===== config.mk =====
export PLATFORM = sky130hd
export DESIGN_NAME = hook_ctrl
export DESIGN_NICKNAME = d
export VERILOG_FILES = /design/src/rtl/hook_pkg.sv /design/src/rtl/sync_edge.sv /design/src/rtl/hook_ctrl.sv
export SDC_FILE = /design/constraint.sdc
export NUM_CORES = 1
export LEC_CHECK = 0
export CAP_MARGIN = 25
export CORE_AREA = 2 2 81 83
export CTS_CLUSTER_DIAMETER = 120
export DETAILED_ROUTE_END_ITERATION = 8
export DIE_AREA = 0 0 83 85
export PLACE_DENSITY_LB_ADDON = 0.08
export SLEW_MARGIN = 20
export SYNTH_ARGS = -nofsm -noshare
export SYNTH_HDL_FRONTEND = slang
export SYNTH_SLANG_ARGS = --single-unit

===== constraint.sdc =====
create_clock -name clk -period 4.5 [get_ports clk]
set_clock_uncertainty 0.2 [all_clocks]
set_input_delay 0.9 -clock clk [delete_from_list [all_inputs] [get_ports clk]]
set_output_delay 0.9 -clock clk [all_outputs]
set_load 0.02 [all_outputs]

===== src/rtl/hook_pkg.sv =====
// hook_pkg
// Shared definitions for the Gold Miner hook path: state encodings and
// the default game constants. drawcon and hook_moving use the same values.
// No ports; import with "import hook_pkg::*;".
package hook_pkg;

    // Default game constants
    localparam int ANG_STEPS   = 32;   // discrete swing angles, 0..ANG_STEPS-1
    localparam int SWING_DIV   = 2;    // frames per angle step
    localparam int LEN_MIN     = 16;   // resting rope length, px
    localparam int LEN_MAX     = 400;  // fully extended rope length, px
    localparam int EXT_SPEED   = 4;    // px per frame while extending
    localparam int RET_EMPTY   = 6;    // px per frame retracting, no load
    localparam int RET_LOADED  = 2;    // px per frame retracting, loaded
    localparam int DUMP_FRAMES = 30;   // frames spent in DUMP before scoring

    // Datapath widths
    localparam int ANG_W   = 5;        // hook_ang width
    localparam int LEN_W   = 10;       // hook_len width
    localparam int ARITH_W = 11;       // length arithmetic is done one bit wider
    localparam int CNT_W   = 8;        // swing / dump frame counters

    typedef enum logic [1:0] {
        ST_SWING   = 2'd0,
        ST_EXTEND  = 2'd1,
        ST_RETRACT = 2'd2,
        ST_DUMP    = 2'd3
    } hook_state_t;

endpackage


===== src/rtl/sync_edge.sv =====
// sync_edge
// Two-flop synchronizer followed by a rising-edge detector for a raw
// asynchronous player button. Shared by the fire button and the other
// player buttons.
//
// Ports:
//   i_clk   : destination clock
//   i_rst_n : asynchronous active-low reset
//   i_din   : raw asynchronous input
//   o_rise  : high for one i_clk cycle after the synchronized input rises
module sync_edge (
    input  logic i_clk,
    input  logic i_rst_n,
    input  logic i_din,
    output logic o_rise
);

    logic r_meta;
    logic r_sync;
    logic r_sync_d;

    always_ff @(posedge i_clk or negedge i_rst_n) begin
        if (!i_rst_n) begin
            r_meta   <= 1'b0;
            r_sync   <= 1'b0;
            r_sync_d <= 1'b0;
        end else begin
            r_meta   <= i_din;
            r_sync   <= r_meta;
            r_sync_d <= r_sync;
        end
    end

    // Combinational edge: the consumer registers it on the next edge, which
    // gives three clocks from the raw input to the consumer's flop.
    assign o_rise = r_sync & ~r_sync_d;

endmodule


===== src/rtl/hook_ctrl.sv =====
// hook_ctrl
// Frame-rate sequencer for the Gold Miner hook. Swings the hook angle,
// extends on a fire press, grabs on a collision, retracts at a
// load-dependent speed and issues a one-cycle score pulse after dumping
// the load. All state/angle/length updates happen on the frame tick
// derived from the falling edge of vsync; only fire capture is per-cycle.
//
// Ports:
//   clk         : pixel clock
//   rst         : asynchronous active-low reset
//   vsync       : VGA vertical sync (active-low pulse), same clock domain
//   fire        : raw player fire button, asynchronous to clk
//   hit         : high while the hook tip overlaps an object
//   hook_ang    : current angle index
//   hook_len    : current rope length, px
//   hook_state  : SWING=0, EXTEND=1, RETRACT=2, DUMP=3
//   grabbed     : an object is attached to the hook
//   score_pulse : one-cycle pulse when a load is delivered
module hook_ctrl
    import hook_pkg::*;
#(
    parameter int ANG_STEPS   = hook_pkg::ANG_STEPS,
    parameter int SWING_DIV   = hook_pkg::SWING_DIV,
    parameter int LEN_MIN     = hook_pkg::LEN_MIN,
    parameter int LEN_MAX     = hook_pkg::LEN_MAX,
    parameter int EXT_SPEED   = hook_pkg::EXT_SPEED,
    parameter int RET_EMPTY   = hook_pkg::RET_EMPTY,
    parameter int RET_LOADED  = hook_pkg::RET_LOADED,
    parameter int DUMP_FRAMES = hook_pkg::DUMP_FRAMES
) (
    input  logic             clk,
    input  logic             rst,
    input  logic             vsync,
    input  logic             fire,
    input  logic             hit,
    output logic [ANG_W-1:0] hook_ang,
    output logic [LEN_W-1:0] hook_len,
    output logic [1:0]       hook_state,
    output logic             grabbed,
    output logic             score_pulse
);

    // Frame tick
    logic r_vs_smp;     // vsync sampled this edge
    logic r_vs_prev;    // vsync sampled one edge earlier
    logic r_tick;       // one-cycle frame tick

    // Reset value 0 on both samples: a low or high vsync out of reset never
    // looks like a falling edge.
    always_ff @(posedge clk or negedge rst) begin
        if (!rst) begin
            r_vs_smp  <= 1'b0;
            r_vs_prev <= 1'b0;
            r_tick    <= 1'b0;
        end else begin
            r_vs_smp  <= vsync;
            r_vs_prev <= r_vs_smp;
            r_tick    <= r_vs_prev & ~r_vs_smp;
        end
    end

    // Fire capture
    logic w_fire_rise;

    sync_edge u_fire_sync (
        .i_clk   (clk),
        .i_rst_n (rst),
        .i_din   (fire),
        .o_rise  (w_fire_rise)
    );

    // Main sequencer state
    hook_state_t      r_state;
    logic [ANG_W-1:0] r_ang;
    logic             r_dir_up;     // 1: angle increasing, 0: decreasing
    logic [CNT_W-1:0] r_swing_cnt;
    logic [CNT_W-1:0] r_dump_cnt;
    logic [LEN_W-1:0] r_len;
    logic             r_grabbed;
    logic             r_fire_pend;
    logic             r_score;

    // Length arithmetic, one bit wider than the length so the extend sum
    // cannot wrap before saturation.
    logic [ARITH_W-1:0] w_len_wide;
    logic [ARITH_W-1:0] w_len_ext;
    logic [ARITH_W-1:0] w_len_ext_sat;
    logic [ARITH_W-1:0] w_ret_step;
    logic [ARITH_W-1:0] w_len_ret_sat;
    logic               w_ext_at_max;
    logic               w_ret_at_min;

    assign w_len_wide    = ARITH_W'(r_len);
    assign w_len_ext     = w_len_wide + ARITH_W'(EXT_SPEED);
    assign w_len_ext_sat = (w_len_ext >= ARITH_W'(LEN_MAX)) ? ARITH_W'(LEN_MAX) : w_len_ext;
    assign w_ext_at_max  = (w_len_ext_sat == ARITH_W'(LEN_MAX));

    assign w_ret_step    = r_grabbed ? ARITH_W'(RET_LOADED) : ARITH_W'(RET_EMPTY);
    // Compare before subtracting so the result never underflows.
    assign w_len_ret_sat = (w_len_wide <= ARITH_W'(LEN_MIN) + w_ret_step)
                           ? ARITH_W'(LEN_MIN) : (w_len_wide - w_ret_step);
    assign w_ret_at_min  = (w_len_ret_sat == ARITH_W'(LEN_MIN));

    // Swing boundary detection
    logic w_swing_wrap;
    logic w_at_top;
    logic w_at_bot;

    assign w_swing_wrap = (r_swing_cnt == CNT_W'(SWING_DIV - 1));
    assign w_at_top     = (r_ang == ANG_W'(ANG_STEPS - 1));
    assign w_at_bot     = (r_ang == '0);

    always_ff @(posedge clk or negedge rst) begin
        if (!rst) begin
            r_state     <= ST_SWING;
            r_ang       <= ANG_W'(ANG_STEPS / 2);
            r_dir_up    <= 1'b1;
            r_swing_cnt <= '0;
            r_dump_cnt  <= '0;
            r_len       <= LEN_W'(LEN_MIN);
            r_grabbed   <= 1'b0;
            r_fire_pend <= 1'b0;
            r_score     <= 1'b0;
        end else begin
            r_score <= 1'b0;

            // Presses outside SWING are dropped. A press landing on the same
            // cycle as a SWING tick is kept for the following tick.
            if (w_fire_rise && (r_state == ST_SWING)) begin
                r_fire_pend <= 1'b1;
            end

            if (r_tick) begin
                case (r_state)
                    ST_SWING: begin
                        if (r_fire_pend) begin
                            // Angle frozen on the launch tick.
                            r_state     <= ST_EXTEND;
                            r_fire_pend <= 1'b0;
                        end else if (w_swing_wrap) begin
                            r_swing_cnt <= '0;
                            // At an end stop the step period is spent turning
                            // around, so the end angle is held one extra period.
                            if (r_dir_up && w_at_top) begin
                                r_dir_up <= 1'b0;
                            end else if (!r_dir_up && w_at_bot) begin
                                r_dir_up <= 1'b1;
                            end else if (r_dir_up) begin
                                r_ang <= r_ang + 1'b1;
                            end else begin
                                r_ang <= r_ang - 1'b1;
                            end
                        end else begin
                            r_swing_cnt <= r_swing_cnt + 1'b1;
                        end
                    end

                    ST_EXTEND: begin
                        // Collision wins over growth on the same tick.
                        if (hit) begin
                            r_grabbed <= 1'b1;
                            r_state   <= ST_RETRACT;
                        end else begin
                            r_len <= LEN_W'(w_len_ext_sat);
                            if (w_ext_at_max) begin
                                r_grabbed <= 1'b0;
                                r_state   <= ST_RETRACT;
                            end
                        end
                    end

                    ST_RETRACT: begin
                        r_len <= LEN_W'(w_len_ret_sat);
                        if (w_ret_at_min) begin
                            if (r_grabbed) begin
                                r_state    <= ST_DUMP;
                                r_dump_cnt <= '0;
                            end else begin
                                r_state     <= ST_SWING;
                                r_swing_cnt <= '0;
                            end
                        end
                    end

                    ST_DUMP: begin
                        if (r_dump_cnt == CNT_W'(DUMP_FRAMES - 1)) begin
                            r_score     <= 1'b1;
                            r_grabbed   <= 1'b0;
                            r_state     <= ST_SWING;
                            r_swing_cnt <= '0;
                            r_dump_cnt  <= '0;
                        end else begin
                            r_dump_cnt <= r_dump_cnt + 1'b1;
                        end
                    end

                    default: begin
                        r_state <= ST_SWING;
                    end
                endcase
            end
        end
    end

    assign hook_ang    = r_ang;
    assign hook_len    = r_len;
    assign hook_state  = r_state;
    assign grabbed     = r_grabbed;
    assign score_pulse = r_score;

endmodule


### Word level (Yosys, flattened, before mapping)

Cells that the tools add are included.

* add/subtract/negate cells: 7
* magnitude comparators: 2
* equality and inequality tests: 16
* mux-type cells: 36
* bitwise operators: 7
* reduce and logical (&&, ||, !) cells: 18

Operator list (count)
* 8-bit two-way mux: 8
* 8-bit case mux with 3 select lines: 1
* 11-bit two-way mux: 2
* 10-bit case mux with 2 select lines: 1
* 8-bit by 1-bit adder with 8-bit output, second input constant: 2
* 8-bit case mux with 2 select lines: 1
* 2-bit != test, second input constant: 7
* 1-bit two-way mux: 12
* 2-bit two-way mux: 6
* 6-bit AND reduction: 2
* 10-bit by 3-bit adder with 11-bit output, second input constant: 1
* 11-bit by 5-bit equality test with 1-bit output, second input constant: 1
* 11-bit by 9-bit equality test with 1-bit output, second input constant: 1
* 11-bit by 9-bit greater-or-equal comparator with 1-bit output, second input constant: 1
* 10-bit by 3-bit subtractor with 11-bit output: 1
* 10-bit by 6-bit <= comparator with 1-bit output: 1
* 10-bit two-way mux: 1
* 5-bit AND reduction: 2
* 8-bit by 1-bit equality test with 1-bit output, second input constant: 1
* 8-bit by 5-bit equality test with 1-bit output, second input constant: 1
* 2-bit case mux with 4 select lines: 1
* 4-bit AND reduction: 2
* 2-bit nonzero test: 4
* 5-bit by 3-bit adder with 6-bit output, first input constant: 1
* other kinds (17): 25

* register bits after elaboration: 43
* input port bits: 5
* output and inout port bits: 19
* logic and storage cells: 101

### Depth between registers and ports, before layout

Gate-level depths: netlist of run 1.

* depth after elaboration: 7
* mapped depth: 10
* mapped depth without buffers: 9

### Hierarchy

A second synthesis of run 1 with hierarchy kept.

* cell total of the unflattened synthesis: 295
* area, all modules: 2756.4 sq um

Modules (own cells, without submodules)
* hook_ctrl: instances 1, cells each 291, area an instance 2667.6 sq um, sequential area each 1004.7 sq um
* sync_edge: instances 1, cells each 4, area an instance 88.8 sq um, sequential area each 75.1 sq um

### Worst setup path after synthesis of run 1

Ideal clock, no wire load.

* path kind: flip-flop to flip-flop
* start point: register r_len[2], in the netlist hook_len[2]
* end point: register r_swing_cnt[4]
* library setup time: 0.092 ns
* arrival: 2.948 ns
* data required time: 4.208 ns
* path slack: 1.260 ns
* stages on the path, launching flop included: 10
* path buffers: 1
* clock period less this slack: 3.240 ns
* cell sequence: dfrtp_1 -> fa_1 -> or4b_4 -> nor4_4 -> a32oi_2 -> o31ai_2 -> nand3_1 -> buf_6 -> or2_4 -> o31ai_2

* word-level cells in the longest chain between the ends: 5
* elaborated cells between the ends (all ways): 6
* those cells by class: add/sub (1); order compare (1); eq/ne (2); mux (1); reduce/logical (1)

RTL lines
* from (decl): RTL line hook_ctrl.sv:78 `logic [LEN_W-1:0] r_len;`
* from (signal assigned): RTL line hook_ctrl.sv:120 `r_len <= LEN_W'(LEN_MIN);`
* from (signal assigned): RTL line hook_ctrl.sv:164 `r_len <= LEN_W'(w_len_ext_sat);`
* from (signal assigned): RTL line hook_ctrl.sv:173 `r_len <= LEN_W'(w_len_ret_sat);`
* 10-bit by 3-bit subtractor with 11-bit output or 10-bit by 6-bit <= comparator with 1-bit output (tied branches): RTL line hook_ctrl.sv:101, hook_ctrl.sv:100
* 11-bit two-way mux *: RTL line hook_ctrl.sv:101 `? ARITH_W'(LEN_MIN) : (w_len_wide - w_ret_step);`
* 11-bit by 5-bit equality test with 1-bit output *: RTL line hook_ctrl.sv:102 `assign w_ret_at_min = (w_len_ret_sat == ARITH_W'(LEN_MIN));`
* 2-bit != test (no source line) *
* 6-bit AND reduction (no source line) *
* to (signal assigned): RTL line hook_ctrl.sv:154 `r_swing_cnt <= r_swing_cnt + 1'b1;`
* to (decl): RTL line hook_ctrl.sv:76 `logic [CNT_W-1:0] r_swing_cnt;`

Every way passes the cells marked *; elsewhere a longest branch is shown, timed or not.
A chain may end at the register's enable or synchronous reset.

### Worst setup path in the final report of run 1

* start point: register r_grabbed, in the netlist grabbed
* end point: register r_swing_cnt[6]

* word-level cells in the longest chain between the ends: 7
* elaborated cells between the ends (all ways): 9
* those cells by class: add/sub (2); order compare (1); eq/ne (3); mux (2); reduce/logical (1)

RTL lines
* from (decl): RTL line hook_ctrl.sv:79 `logic r_grabbed;`
* from (signal assigned): RTL line hook_ctrl.sv:121 `r_grabbed <= 1'b0;`
* from (signal assigned): RTL line hook_ctrl.sv:161 `r_grabbed <= 1'b1;`
* from (signal assigned): RTL line hook_ctrl.sv:166 `r_grabbed <= 1'b0;`
* 3-bit two-way mux: RTL line hook_ctrl.sv:98 `assign w_ret_step = r_grabbed ? ARITH_W'(RET_LOADED) : ARITH_W'(RET_EMPTY);`
* 5-bit by 3-bit adder with 6-bit output: RTL line hook_ctrl.sv:100 `assign w_len_ret_sat = (w_len_wide <= ARITH_W'(LEN_MIN) + w_ret_step)`
* 10-bit by 6-bit <= comparator with 1-bit output: RTL line hook_ctrl.sv:100
* 11-bit two-way mux: RTL line hook_ctrl.sv:101
* 11-bit by 5-bit equality test with 1-bit output: RTL line hook_ctrl.sv:102
* 2-bit != test (no source line)
* 6-bit AND reduction (no source line) *

Marked as above.

==> impl_metrics.csv, run 1 <==
group,metric,value,unit
outcome,status,"complete, no violations",
detailed_routing,ant_nets,0,
cts,clock_path_buffers,2,
timing,grt_setup_unrepaired,"no",
power_and_ir_drop,power.internal,985,uW
cts,cts_tree,"built",
timing,drv_slew,0,
cts,clk_pin_slew,0.09,ns
timing,fmax,0.277,GHz
worst_setup_path,worstPathArrival,3.63,ns
hold_path,min_path_type,"reg -> reg",
worst_setup_path,cp.required,4.51,ns
timing,finalWorstSetupSlack,0.886,ns
power_and_ir_drop,p_leak,0.00125,uW
detailed_routing,wl_met2,2700,um
power_and_ir_drop,switching_power,805,uW
floorplan,coreArea,0.00620,mm2
worst_setup_path,startpoint_type,"flop",
cts,cts_setup_buffers,0,
cells_and_area,final_common_cell,"dfrtp_1",
worst_setup_path,r2r.worst_path.cells,8,
power_and_ir_drop,p_per_area,572,mW/mm2
global_routing,grt_overflow_total,0,
power_and_ir_drop,p_total,1790,uW
cells_and_area,diodes,0,
yosys,synth_async_sr_flop_share,100,%
cts,cts_resized,0,
power_and_ir_drop,max-vdd-ir-drop,318,uV
cells_and_area,drive_gt1_share,9.01,%
yosys,syn_inst,302,
yosys,yosys_warnings,0,
yosys,synthFlopType,"dfrtp_1",
timing,setup_tns,0,ns
hold_path,worstHoldPathCells,0,
placed_design,gp_congestion,0.835,
cts,cts_buffers,5,
cts,clock-root-buffer,"clkbuf_8",
detailed_routing,vias,2241,
yosys,ys_seq_area_share,39.5,%
cells_and_area,area_delta_synth_final,14.6,%
timing,fin_crit_sh,80.3,%
floorplan,fp-row-count,29,
floorplan,dieArea,0.00706,mm2
global_routing,grt_max_degree,44,
cells_and_area,fillers,562,
floorplan,dieWidth,83,um
detailed_routing,drtIter0Drc,121,
detailed_routing,dr.pass1.iters,4,
timing,slew_headroom,42.4,%
detailed_routing,wire_per_inst,14.8,um
cts,insertion_delay,0.31,ns
detailed_routing,top_layer,"met4",
yosys,synth_edf_count,0,
placed_design,post-place-ws,0.894,ns
timing,fin_hold_ws,0.154,ns
timing,finalCriticalPeriod,3.61,ns
floorplan,start_util,44.0,%
detailed_routing,avgViaCountPerCell,5.62,
power_and_ir_drop,clockPowerShare,18.4,%
floorplan,die_h,85,um
cells_and_area,final_cell_mix,"dfrtp_1 (40), nand2_1 (34), nor2_1 (30)",
yosys,yosys_register_bits,43,
worst_setup_path,endpoint_kind,"flop",
global_routing,grt_pass1_wl,10300,um
detailed_routing,drcViolationCount,0,
cells_and_area,nets,339,
cts,htreeDepth,2,
power_and_ir_drop,pwr-share-comb,45.9,%
detailed_routing,routed_wirelength,5900,um
detailed_routing,dr_wl_met3,213,um
yosys,synth.avg_cell_area,9.05,um2
global_routing,grt_usage,17.9,%
power_and_ir_drop,switching_share,45.0,%
placed_design,port_buffers,23,
cells_and_area,final_core_util,50.5,%
timing,finalSetupViolations,0,
yosys,synth_cell_type_count,59,
timing,final-hold-violation-count,0,
cts,cts_hold_buf,0,
yosys,syn_area,0.00273,mm2
placed_design,dp_hpwl,4160,um
worst_setup_path,crit_type,"reg -> reg",
job,drv_cap,0,
yosys,syn-num-nets,320,
worst_setup_path,crit_fanout,11,
global_routing,grt_pass1_vias,2123,
timing,worstMarginPinSlew,0.864,ns
floorplan,pin_count,24,
power_and_ir_drop,share_seq_of_total_power,35.7,%
cts,clock-sinks,43,
detailed_routing,met1_length,2930,um
global_routing,antenna_found_initial,0,
-- per-layer routing --
metal	global-route usage, %	up-vias
li1	-	1128
met1	25.3	1060
met2	27.9	46
met3	3.70	7
met4	5.07	0
met5	0	-
-- state kept, by name, indices dropped and copies added (netlist names) --
| register | count |
|---|---|
| hook_len | 10 |
| r_dump_cnt | 8 |
| r_swing_cnt | 8 |
| hook_ang | 5 |
| hook_state | 2 |
| grabbed | 1 |
| r_dir_up | 1 |
| r_fire_pend | 1 |
| r_tick | 1 |
| r_vs_prev | 1 |
| r_vs_smp | 1 |
| score_pulse | 1 |
| u_fire_sync.r_meta | 1 |
| u_fire_sync.r_sync | 1 |
| u_fire_sync.r_sync_d | 1 |
-- cells by family (layout without fill, tap and decap cells) --
group / count (synthesis) / in the layout / synth area share (%)
compound gates: 77 / 77 / 19.5
xor+xnor: 11 / 11 / 3.53
fa+ha+maj: 13 / 13 / 6.50
buf+inv: 19 / 39 / 2.98
flops: 43 / 43 / 39.5
mux: 6 / 6 / 2.34
simple gates: 133 / 133 / 25.7
-- Yosys cell counts, drive strengths merged, types with 2 or more instances --
cell type   n  area [um2]
nand2b      8        50.1
buf         3        21.3
nand3      11        55.1
xor2        5        43.8
nor3        9        50.1
dfrtp      40        1000
o31a        2        17.5
nor4b       3        26.3
or4b        2        23.8
nand2      35         134
o21ai      21         105
o21a        2        15.0
or3         4        25.0
and2        6        37.5
nor4        2        27.5
xnor2       6        52.6
or2         2        15.0
a311oi      2        23.8
mux2        3        33.8
a21o        2        15.0
a31oi       3        18.8
fa          2        40.0
or4         4        33.8
a32oi       3        33.8
inv         7        26.3
dfstp       3        78.8
clkbuf      9        33.8
o22a        3        26.3
nor2       30         113
o211ai      3        22.5
ha         11         138
nor2b       5        31.3
nand4       3        18.8
a21oi      19        95.1
mux2i       3        30.0
and3        7        43.8
o31ai       9        91.3
-- final cells by class --
class                           count  area, um2  area share (%)
Tap cell                           77       96.3            3.08
Sequential cell                    43       1080            34.5
Multi-Input combinational cell    240       1570            50.2
Timing Repair Buffer               24        235            7.51
Clock inverter                      2       38.8            1.24
Clock buffer                        6       82.6            2.64
Inverter                            7       26.3           0.839
-- metrics by stage --
stage	cells	area, um2
6_report	399	3130
5_1_grt	399	3130
4_1_cts	399	3130
3_5_place_dp	391	3010
3_3_place_gp	391	3010
2_1_floorplan	302	2730
-- path summary, 6_finish.rpt --
kind	from	end	slack [ns]
max	grabbed	r_swing_cnt[6]	0.89
min	u_fire_sync.r_meta	u_fire_sync.r_sync	0.15
max reg2reg	grabbed	r_swing_cnt[6]	0.89
min reg2reg	u_fire_sync.r_meta	u_fire_sync.r_sync	0.15
max in group asynchronous	rst	r_tick	3.34
min in group asynchronous	rst	hook_ang[2]	0.37
-- worst max-delay path, cell delays in order (launching register included) --
cell,delay [ns]
dfrtp_1,0.53
fa_1,0.50
or4b_4,0.57
nor4_4,0.23
a32oi_2,0.19
o31ai_2,0.27
nand3_1,0.35
or4_1,0.59
o211ai_1,0.11
-- power groups by stage --
| stage | clock, uW | sequential (uW) | combinational [uW] |
|---|---|---|---|
| detailed placement | 0 | 645 | 817 |
| CTS | 338 | 636 | 821 |
| global placement | 0 | 643 | 825 |
| finish | 330 | 639 | 822 |
| floorplan | 0 | 616 | 594 |
| global route | 353 | 664 | 911 |
Power figures use the tool's default switching activity.
==> inputs of run 2 (changes only) <==
Clock period 4.5 ns to 3.1 ns, I/O delays scaled along.
==> run 2 against run 1 <==
  * Non-clock buffer count grew 21
  * Combinational power grew 74%
  * Count of clock-buffer cells in the layout is the same
  * Largest cell class unchanged
==> impl_metrics.csv, run 2 (synthesized netlist as in run 1, its figures left out) <==
group,metric,value,unit
timing,grt_setup_unrepaired,"yes",
global_routing,grt_use_met3,2.92,%
detailed_routing,dr.pass1.iters,5,
outcome,status,"complete, no violations",
worst_setup_path,worstPathCellList,"fa_1 > or4b_4 > nor4_4 > a32oi_2 > buf_4 > o31ai_4 > nand2_2 > or4_1 > o21ai_1",
worst_setup_path,crit_fanout,6,
floorplan,start_util,44.0,%
cts,clock-sinks,43,
power_and_ir_drop,pwr-share-comb,51.8,%
cells_and_area,fillers,582,
cells_and_area,final_common_cell,"dfrtp_1",
power_and_ir_drop,switching_share,44.1,%
worst_setup_path,rrSetupSlack,0.03,ns
power_and_ir_drop,max-vdd-ir-drop,496,uV
cts,clock-root-buffer,"clkbuf_8",
worst_setup_path,endpoint_kind,"flop",
cts,htreeDepth,2,
timing,drv_slew,0,
power_and_ir_drop,p_per_area,829,mW/mm2
placed_design,gp_congestion,0.870,
worst_setup_path,cp_top_family,"simple AND/OR/NAND/NOR gates",
placed_design,placed_cell_area,0.00316,mm2
power_and_ir_drop,power.internal,1550,uW
floorplan,die_h,85,um
floorplan,pin_count,24,
power_and_ir_drop,share_seq_of_total_power,31.2,%
placed_design,post-place-ws,-0.103,ns
worst_setup_path,crit_path_max_incr_delay,0.55,ns
power_and_ir_drop,clockPowerShare,17.0,%
global_routing,grt_max_degree,28,
cells_and_area,final_cell_mix,"dfrtp_1 (37), nand2_1 (34), nor2_1 (30)",
global_routing,met1_usage,27.6,%
timing,final-hold-violation-count,0,
cells_and_area,drive_gt1_share,18.1,%
timing,finalCriticalPeriod,3.07,ns
cells_and_area,nets,360,
cts,clk_pin_slew,0.09,ns
timing,worstMarginPinSlew,0.645,ns
timing,finalSetupViolations,0,
timing,fin_hold_ws,0.130,ns
timing,slew_headroom,57.0,%
cells_and_area,largest_reg_flops,10,
floorplan,fp-row-count,29,
floorplan,dieWidth,83,um
cts,insertion_delay,0.30,ns
global_routing,grt_pass1_vias,2336,
detailed_routing,drtIter0Drc,93,
worst_setup_path,crit_path_top_delay_cell,"or4b_4",
job,drv_cap,0,
detailed_routing,vias,2384,
worst_setup_path,cp.required,3.13,ns
cts,cts_buffers,5,
power_and_ir_drop,p_leak,0.00137,uW
global_routing,top_usage_layer,"met2",
power_and_ir_drop,switching_power,1220,uW
detailed_routing,drcViolationCount,0,
worst_setup_path,critical_path_buf_inv_count,1,
detailed_routing,routed_wirelength,6510,um
placed_design,dp_hpwl,4640,um
timing,finalWorstSetupSlack,0.0263,ns
detailed_routing,ant_nets,0,
cts,clock_path_buffers,2,
cts,cts_tree,"built",
worst_setup_path,startpoint_type,"flop",
global_routing,antenna_found_initial,0,
global_routing,grt_usage,19.9,%
floorplan,coreArea,0.00620,mm2
timing,fmax,0.325,GHz
detailed_routing,avgViaCountPerCell,5.68,
cells_and_area,fin_area,0.00334,mm2
hold_path,min_path_type,"in -> async",
worst_setup_path,worstPathArrival,3.10,ns
cells_and_area,final_core_util,53.8,%
cells_and_area,area_delta_synth_final,22.2,%
timing,fin_crit_sh,99.2,%
global_routing,use_met2,31.7,%
floorplan,dieArea,0.00706,mm2
power_and_ir_drop,p_total,2770,uW
worst_setup_path,crit_type,"reg -> reg",
global_routing,grt_overflow_total,0,
detailed_routing,wire_per_inst,15.5,um
global_routing,grt_pass1_wl,11400,um
cells_and_area,diodes,0,
placed_design,port_buffers,23,
-- run 2: changes by cell type in the layout (fill, tap and decap cells not counted), moves of 2 or more --
cell | previous run | this run
o21ai_2 | 0 | 6
o31ai_1 | 6 | 4
o21ai_1 | 10 | 6
buf_4 | 2 | 21
dfrtp_1 | 40 | 37
o21ai_0 | 11 | 9
dfrtp_2 | 0 | 3
-- run 2: per-layer routing --
metal	up-vias	routed length, um	part of all wire [%]
li1	1175	-	-
met1	1145	3080	47
met2	53	3050	47
met3	11	250	3.8
met4	0	129	2.0
met5	-	0	0
-- run 2: final cells by class --
cell class / instances / area (um2) / area share [%]
Multi-Input combinational cell: 240 / 1620 / 48.4
Clock inverter: 2 / 38.8 / 1.16
Timing Repair Buffer: 45 / 394 / 11.8
Inverter: 7 / 26.3 / 0.787
Sequential cell: 43 / 1080 / 32.4
Clock buffer: 6 / 82.6 / 2.47
Tap cell: 77 / 96.3 / 2.88
-- run 2: path summary, 6_finish.rpt --
path | from | endpoint | cells past startpoint
min in group clk | u_fire_sync.r_meta | u_fire_sync.r_sync | 0
min | rst | hook_ang[2] | 1
max in group asynchronous | rst | r_dir_up | 2
max | hook_len[1] | r_dump_cnt[4] | 9
min reg2reg | u_fire_sync.r_meta | u_fire_sync.r_sync | 0
max reg2reg | hook_len[1] | r_dump_cnt[4] | 9
-- run 2: power by group through the flow --
stage          registers (uW)  logic, uW  clock network (uW)
3_5_place_dp              874       1400                   0
2_1_floorplan             899        862                   0
5_1_grt                   892       1600                 515
3_3_place_gp              873       1390                   0
6_report                  864       1430                 471
4_1_cts                   863       1410                 486
-- run 2: repair_timing --
action / in CTS / in global routing
resized for setup: 0 / 13
setup buffers: 1 / 0
hold buffers: 0 / 0
pin swaps: 13 / 11
endpoints found under the setup margin: 3 / 16
-- run 2: stage by stage --
step           instances  setup TNS, ns
2_1_floorplan        302         -0.228
3_3_place_gp         411        -0.0735
3_5_place_dp         411         -0.212
5_1_grt              420          -1.25
4_1_cts              420         -0.270
6_report             420              0
-- run 2: worst reg2reg max path, stage by stage, from the launching register on --
cell and delay [ns]:
dfrtp_2 0.42, fa_1 0.49, or4b_4 0.55, nor4_4 0.23, a32oi_2 0.16, buf_4 0.17, o31ai_4 0.19, nand2_2 0.12
or4_1 0.40, o21ai_1 0.09
==> inputs of run 3 (changes only) <==
--- a/config.mk
+++ b/config.mk
@@ -10,2 +10,3 @@
 export CTS_CLUSTER_DIAMETER = 120
+export CTS_CLUSTER_SIZE = 12
 export DETAILED_ROUTE_END_ITERATION = 8
==> constraint.sdc (replaced) <==
create_clock -name clk -period 3.1 [get_ports clk]
set_clock_uncertainty 0.2 [all_clocks]
set_input_delay 0.31 -clock clk [delete_from_list [all_inputs] [get_ports clk]]
set_output_delay 0.31 -clock clk [all_outputs]
set_load 0.02 [all_outputs]
==> run 3 against run 2 <==
  * Register-to-register slack better by 0.02 ns
  * Combinational power is essentially flat
  * Sequential share of layout area increased by 0.11 points
  * Worst setup slack improved by 0.015 ns
  * Power fell by 0.19%
  * Largest cell class unchanged
==> impl_metrics.csv, run 3 (synthesized netlist as in run 1, its figures left out) <==
group,metric,value,unit
worst_setup_path,endpoint_kind,"flop",
cells_and_area,nets,361,
power_and_ir_drop,max-vdd-ir-drop,469,uV
timing,grt_setup_unrepaired,"yes",
cts,insertion_delay,0.30,ns
cells_and_area,regArea,0.00108,mm2
cts,clock-sinks,43,
placed_design,gp_congestion,0.824,
cts,htreeDepth,2,
timing,finalSetupViolations,0,
outcome,status,"complete, no violations",
placed_design,dp_cells,409,
floorplan,coreArea,0.00620,mm2
cells_and_area,final_common_cell,"dfrtp_1",
detailed_routing,routed_wirelength,6280,um
floorplan,dieArea,0.00706,mm2
worst_setup_path,cp_top_family,"simple AND/OR/NAND/NOR gates",
cts,clock_path_buffers,2,
cells_and_area,multi_input_area,0.00159,mm2
power_and_ir_drop,switching_power,1210,uW
detailed_routing,drcViolationCount,0,
cells_and_area,final_cell_mix,"dfrtp_1 (37), nand2_1 (32), nor2_1 (30)",
cts,clock-root-buffer,"clkbuf_8",
timing,finalWorstSetupSlack,0.0415,ns
floorplan,start_util,44.0,%
detailed_routing,ant_nets,0,
global_routing,grt_usage,18.8,%
cells_and_area,fin_area,0.00333,mm2
global_routing,grt_pass1_vias,2349,
detailed_routing,avgViaCountPerCell,5.57,
global_routing,top_usage_layer,"met2",
global_routing,grt_overflow_total,0,
worst_setup_path,worstPathCellList,"fa_1 > or4b_4 > nor4_4 > a32oi_2 > buf_4 > o31ai_4 > buf_4 > buf_6 > nand2_2 > mux2_2",
cells_and_area,fillers,552,
global_routing,met1_usage,25.0,%
cells_and_area,finalNonFillerCells,421,
job,drv_cap,0,
timing,slew_headroom,63.6,%
placed_design,placed_cell_area,0.00315,mm2
global_routing,use_met2,31.6,%
power_and_ir_drop,power.internal,1560,uW
timing,drv_slew,0,
detailed_routing,wire_per_inst,14.9,um
cells_and_area,final_core_util,53.6,%
detailed_routing,vias,2345,
timing,final-hold-violation-count,0,
worst_setup_path,crit_path_max_incr_delay,0.51,ns
worst_setup_path,crit_fanout,4,
power_and_ir_drop,pwr-share-comb,51.1,%
floorplan,pin_count,24,
worst_setup_path,cp.required,3.09,ns
timing,fmax,0.327,GHz
hold_path,min_path_type,"reg -> reg",
power_and_ir_drop,p_leak,0.00136,uW
power_and_ir_drop,p_per_area,830,mW/mm2
worst_setup_path,crit_type,"reg -> reg",
placed_design,dp_hpwl,4500,um
placed_design,post-place-ws,-0.103,ns
cts,clk_pin_slew,0.09,ns
power_and_ir_drop,clockPowerShare,17.2,%
worst_setup_path,worstPathArrival,3.05,ns
timing,fin_crit_sh,98.7,%
worst_setup_path,startpoint_type,"flop",
global_routing,grt_max_degree,44,
cells_and_area,diodes,0,
detailed_routing,drtIter0Drc,121,
cells_and_area,area_delta_synth_final,21.8,%
cells_and_area,largest_reg_flops,10,
floorplan,die_h,85,um
floorplan,fp-row-count,29,
worst_setup_path,crit_path_frequent_cell,"buf_4",
detailed_routing,dr.pass1.iters,4,
floorplan,dieWidth,83,um
global_routing,antenna_found_initial,0,
worst_setup_path,critical_path_buf_inv_count,3,
cts,cts_tree,"built",
power_and_ir_drop,p_total,2760,uW
global_routing,grt_use_met3,3.11,%
power_and_ir_drop,share_seq_of_total_power,31.6,%
cts,cts_buffers,5,
worst_setup_path,crit_path_top_delay_cell,"or4b_4",
global_routing,grt_pass1_wl,11000,um
power_and_ir_drop,switching_share,43.7,%
timing,finalCriticalPeriod,3.06,ns
timing,worstMarginPinSlew,0.547,ns
placed_design,port_buffers,23,
cells_and_area,drive_gt1_share,16.9,%
-- run 3: path summary, 6_finish.rpt --
kind | startpoint | end | slack, ns | depth (start not counted)
worst max-delay path | hook_len[1] | r_dump_cnt[0] | 0.04 | 10
worst min-delay path | u_fire_sync.r_meta | u_fire_sync.r_sync | 0.18 | 0
worst max register to register | hook_len[1] | r_dump_cnt[0] | 0.04 | 10
worst min register to register | u_fire_sync.r_meta | u_fire_sync.r_sync | 0.18 | 0
max in group asynchronous | rst | hook_len[2] | 1.96 | 2
min in group asynchronous | rst | hook_ang[2] | 0.33 | 2
-- run 3: metal layers --
layer	routed length (um)	up-vias
li1	-	1173
met1	3020	1113
met2	2920	52
met3	254	7
met4	77	0
met5	0	-
-- run 3: power by group through the flow --
stage / Sequential [uW] / Combinational [uW] / Clock, uW
after global routing: 903 / 1560 / 513
final: 874 / 1410 / 476
after global placement: 883 / 1370 / 0
after CTS: 872 / 1380 / 492
after floorplan: 899 / 862 / 0
after detailed placement: 884 / 1380 / 0
-- run 3: through the flow --
step | setup TNS, ns | hold slack, ns
2_1_floorplan | -0.228 | -0.186
3_3_place_gp | -0.0707 | 0.133
3_5_place_dp | -0.212 | 0.157
4_1_cts | -0.0704 | 0.187
5_1_grt | -0.506 | 0.202
6_report | 0 | 0.177
-- run 3: timing repair --
| action | in CTS | in global routing |
|---|---|---|
| endpoints found under the setup margin | 4 | 16 |
| gates resized for setup | 0 | 8 |
| hold buffers | 1 | 0 |
| hold endpoints to repair | 33 | 0 |
| pin swaps | 13 | 8 |
| buffers inserted | 1 | 2 |
-- run 3: layout make-up --
class | count | share of cell area (%)
Clock inverter | 2 | 1.17
Inverter | 7 | 0.789
Clock buffer | 6 | 2.48
Multi-Input combinational cell | 240 | 47.9
Sequential cell | 43 | 32.6
Tap cell | 77 | 2.89
Timing Repair Buffer | 46 | 12.2
